## config.mk

```make
export PLATFORM = sky130hd
export DESIGN_NAME = vga_ram_arbiter
export DESIGN_NICKNAME = d
export VERILOG_FILES = /design/src/rtl/vga_ram_arbiter.sv
export SDC_FILE = /design/constraint.sdc
export NUM_CORES = 1
export LEC_CHECK = 0
export CORE_AREA = 2 2 97 99
export DETAILED_ROUTE_END_ITERATION = 8
export DIE_AREA = 0 0 99 101
export PLACE_DENSITY = 0.67
export RECOVER_POWER = 100
export REMOVE_ABC_BUFFERS = 1
export SKIP_CTS_REPAIR_TIMING = 1
export SLEW_MARGIN = 20
export SYNTH_ARGS = -nofsm -noshare
export SYNTH_HDL_FRONTEND = slang
export SYNTH_SLANG_ARGS = --single-unit
```

## constraint.sdc

```tcl
create_clock -name clk -period 2.4 [get_ports clk]
set_clock_uncertainty 0.15 [all_clocks]
set_input_delay 0.48 -clock clk [delete_from_list [all_inputs] [get_ports clk]]
set_output_delay 0.48 -clock clk [all_outputs]
set_load 0.005 [all_outputs]
```

## src/rtl/vga_ram_arbiter.sv

```systemverilog
// vga_ram_arbiter: shares one single-port, byte-enabled, 1-cycle-latency RAM between
// the FFT bin engine (M0) and the VGA bar fetcher (M1). M1 wins by default; a
// starvation counter forces an M0 grant after MAX_WAIT consecutive denials.
module vga_ram_arbiter #(
    parameter int unsigned ADDR_W   = 10,
    parameter int unsigned DATA_W   = 32,
    parameter int unsigned BE_W     = 4,
    parameter int unsigned MAX_WAIT = 4
) (
    input  logic              clk,
    input  logic              reset,
    input  logic              pause,
    // M0: FFT bin writer/reader
    input  logic              m0_req,
    input  logic              m0_write,
    input  logic [ADDR_W-1:0] m0_addr,
    input  logic [BE_W-1:0]   m0_be,
    input  logic [DATA_W-1:0] m0_wdata,
    output logic              m0_gnt,
    output logic              m0_rvalid,
    output logic [DATA_W-1:0] m0_rdata,
    // M1: VGA bar-fetch reader
    input  logic              m1_req,
    input  logic              m1_write,
    input  logic [ADDR_W-1:0] m1_addr,
    input  logic [BE_W-1:0]   m1_be,
    input  logic [DATA_W-1:0] m1_wdata,
    output logic              m1_gnt,
    output logic              m1_rvalid,
    output logic [DATA_W-1:0] m1_rdata,
    // RAM port
    output logic [ADDR_W-1:0] ram_address,
    output logic [BE_W-1:0]   ram_byteenable,
    output logic              ram_chipselect,
    output logic              ram_write,
    output logic [DATA_W-1:0] ram_writedata,
    output logic              ram_clken,
    input  logic [DATA_W-1:0] ram_readdata
);

    localparam int unsigned CntW = 4;

    logic [CntW-1:0] wait_cnt_q, wait_cnt_d;
    logic            force_grant;
    // Per-master read-return flag; holds across pause so it doubles as the pending flag.
    logic [1:0]      rd_q, rd_d;
    logic            sel_write;

    assign force_grant = (wait_cnt_q == CntW'(MAX_WAIT));

    // Fixed-priority grant with starvation override.
    always_comb begin
        m0_gnt = 1'b0;
        m1_gnt = 1'b0;
        if (!reset && !pause) begin
            if (force_grant && m0_req) begin
                m0_gnt = 1'b1;
            end else if (m1_req) begin
                m1_gnt = 1'b1;
            end else if (m0_req) begin
                m0_gnt = 1'b1;
            end
        end
    end

    // RAM port mux; idle cycles present the M1 request fields with chipselect low.
    always_comb begin
        sel_write      = m0_gnt ? m0_write : m1_write;
        ram_address    = m0_gnt ? m0_addr : m1_addr;
        ram_writedata  = m0_gnt ? m0_wdata : m1_wdata;
        ram_byteenable = '1;
        if (sel_write) begin
            ram_byteenable = m0_gnt ? m0_be : m1_be;
        end
        ram_chipselect = m0_gnt | m1_gnt;
        ram_write      = (m0_gnt & m0_write) | (m1_gnt & m1_write);
        ram_clken      = ~pause;
    end

    // Next-state for the starvation counter and read-return flags; both freeze on pause.
    always_comb begin
        wait_cnt_d = wait_cnt_q;
        rd_d       = rd_q;
        if (!pause) begin
            if (m0_gnt || !m0_req) begin
                wait_cnt_d = '0;
            end else if (!force_grant) begin
                wait_cnt_d = wait_cnt_q + CntW'(1);
            end
            rd_d = {m1_gnt & ~m1_write, m0_gnt & ~m0_write};
        end
    end

    // State registers with synchronous reset.
    always_ff @(posedge clk) begin
        if (reset) begin
            wait_cnt_q <= '0;
            rd_q       <= '0;
        end else begin
            wait_cnt_q <= wait_cnt_d;
            rd_q       <= rd_d;
        end
    end

    // Read data comes straight from the RAM; clken keeps it frozen across a pause.
    assign m0_rvalid = rd_q[0] & ~pause & ~reset;
    assign m1_rvalid = rd_q[1] & ~pause & ~reset;
    assign m0_rdata  = ram_readdata;
    assign m1_rdata  = ram_readdata;

endmodule

```

==> metrics.md <==
| Metric | Value |
|---|---|
| Crit-path cells | inv_2 -> ha_4 -> nand3b_1 -> a211oi_4 -> buf_12 -> buf_8 -> buf_12 -> buf_6 -> mux2_4 -> buf_6 |
| CTS buffer count | 3 |
| Initial antenna violation count | 3 |
| Share of layout cells above drive strength 1 | 0.464 |
| Period utilisation layout | 1.13 |
| Synth Register Bits | 6 |
| MaxCap Viol Count | 0 |
| Hold Crit Class | register to register |
| Core area | 0.00898 mm^2 |
| Yosys top cell by area | buf_4 |
| CTS tree | done |
| Worst setup EP type | output port |
| DRC viols | 0 |
| Starting Density | 0.165 |
| Post-synth top cells | 66 x buf_4, 25 x mux2_1, 17 x mux2_2, 7 x nand2_1, 7 x nand3b_1 |
| GRT Util Overall | 0.212 |
| Max Fclk | 369 MHz |
| Via count | 1784 |
| PwrDens | 220 mW/mm^2 |
| VDD IR-drop max | 0.0993 mV |
| Critical-path top delay cell | dfxtp_2 |
| Largest net degree at the start of global routing | 33 |
| Endpoints failing hold | 0 |
| CTS Buffer Depth | 2 |
| 1st-pass router iterations | 4 |
| Worst r2r path cells | 9 |
| Post-detail-place hpwl | 10000 um |
| Clock Latency Late Sink | 0.22 ns |
| Max layer used | met5 |
| Drt total wl | 11700 um |
| DR iter-0 viols | 35 |
| CP peak stage delay | 0.32 ns |
| FF-to-FF Start | wait_cnt_q[0] |
| Final ANT Viol Nets | 0 |
| Status | finished, violations left |
| Final instance area | 0.00303 mm^2 |
| Crit Path Class | register to output port |
| First-pass GRT wire length | 14600 um |
| Dominant cell by count in the synthesized netlist | buf_4 |
| Count of final setup violators | 48 |
| Filler cell count | 939 |
| Failing checks | negative setup slack |
| Die Wd | 99 um |
| P&R area growth vs syn | 105% |
| Vias in the first global route | 1810 |
| Crit path max fanout | 8 |
| Die Ht | 101 um |
| Vias/cell | 4.39 |
| Mean Syn Cell Area | 8.74 um^2 |
| Io pins | 248 |
| CP endpoint | ram_writedata[25] |
| Final Non-Filler Cells | 406 |
| Routed WL per cell | 28.7 um |
| Sequential area share after synthesis | 0.0813 |
| Synthesized cell area | 0.00148 mm^2 |
| Setup crit start | wait_cnt_q[0] |
| Synth top area share | 0.335 |
| Worst slew pin tran | 0.216 ns |
| Setup ws final | -0.309 ns |
| PortBufs | 151 |
| Placed cell areas | 0.00275 mm^2 |
| Multi-input gate area | 931 um^2 |
| Site Rows | 35 |
| Post-synth cell types | 25 |
| Asr flop ratio synth | 0 |
| P_leak | 1.37 nW |
| Top FF cell, synth | dfxtp_1 |
| Clk slew on worst S/H paths | 0.04 ns |
| RR Endpoint | rd_q[0] |
| Yosys synthesis warning count | 0 |
| Cells after Synth | 169 |
| Number of flops mapped to enable cells by yosys | 0 |
| Pins Over Slew Limit | 0 |
| Root Buffer | clkbuf_8 |
| Setup TNS | -10.06 ns |
| Final GP Congestion | 0.872 |
| Synth area leaders | buf_4 34%, mux2_1 19%, mux2_2 13% |
| Rel. slew slack | 0.855 |
| Dpl cells | 381 |
| Clk sink count | 6 |
| Setup slack, reg-to-reg | 0.61 ns |
| Final layout net count | 428 |
| Final period demand of the worst path | 2.71 ns |
| CTS H-tree lvls | 1 |
| Worst Path Arrival | 2.08 ns |
| Die area | 0.0100 mm^2 |
| Metal2 WL | 4970 um |
| Met3 WL | 2300 um |
| Met1 WL | 4280 um |
| FF/Latch Area | 121 um^2 |
| Type of origin of the critical path | register |
| RSZ-0062 raised after global routing | true |
| Overflow after GRT | 0 |
| Worst Path Required | 1.77 ns |
-- cells in the final DEF, fill, tap and decap left out, types with 5 or more instances in the layout --
cell and n:
dlymetal6s2s_1 8, buf_4 28, mux2_4 33, mux2_1 5, clkdlybuf4s50_1 98, nand3b_1 7, dfxtp_1 5, clkbuf_2 39
buf_12 5, nand2_1 7, buf_6 10
-- state kept, by name, indices dropped and copies added (netlist names) --
register / cells
rd_q: 2
wait_cnt_q: 4
-- per-stage QoR --
stage	hold WS [ns]	utilization	power, mW	setup WS (ns)
finish	0.329	0.338	0.666	-0.309
global route	0.338	0.337	0.704	-0.386
CTS	0.323	0.311	0.660	-0.885
detailed placement	0.318	0.306	0.500	-0.874
global placement	0.312	0.306	0.501	-0.875
floorplan	0.297	-	0.184	-0.767
-- logic make-up after synthesis --
group | after synthesis | share of synthesized area
AND/OR/NAND/NOR | 28 | 0.110
adder cells (fa/ha/maj) | 2 | 0.0169
buffers and inverters | 77 | 0.389
flip-flops | 6 | 0.0813
AO/OA/AOI/OAI | 14 | 0.0821
multiplexers | 42 | 0.320
-- per-layer routing --
| layer | global-route usage | vias to the layer above |
|---|---|---|
| met1 | 0.222 | 793 |
| met4 | 0.0211 | 4 |
| met2 | 0.323 | 201 |
| li1 | - | 775 |
| met3 | 0.193 | 11 |
| met5 | 0.0615 | - |
-- power breakdown --
group / switching [mW] / internal (mW) / leakage (nW)
combinational: 0.124 / 0.286 / 1.30
clock: 0.0450 / 0.108 / 0.0216
sequential: 0.00106 / 0.102 / 0.0490
-- worst min path at each step --
stage	startpoint	to	slack [ns]	cells after the start
3_5_place_dp	rd_q[0]	rd_q[0]	0.32	2
3_3_place_gp	rd_q[1]	rd_q[1]	0.31	2
2_1_floorplan	rd_q[1]	rd_q[1]	0.30	2
5_1_grt	rd_q[1]	rd_q[1]	0.34	2
4_1_cts	rd_q[0]	rd_q[0]	0.32	2
6_report	rd_q[1]	rd_q[1]	0.33	2
-- area by class of cell --
type | count | area share
Inverter | 5 | 0.00619
Sequential cell | 6 | 0.0400
Clock buffer | 3 | 0.0136
Antenna cell | 2 | 0.00165
Multi-Input combinational cell | 86 | 0.307
Timing Repair Buffer | 193 | 0.585
Tap cell | 111 | 0.0458
-- critical path: cells and delay by family (launching register included) --
family | cells | cell delay [ns]
AO/OA/AOI/OAI | 1 | 0.31
adder cells (fa/ha/maj) | 1 | 0.12
buffers and inverters | 6 | 0.69
flip-flops | 1 | 0.32
multiplexers | 1 | 0.29
AND/OR/NAND/NOR | 1 | 0.15
Power figures use the tool's default switching activity.
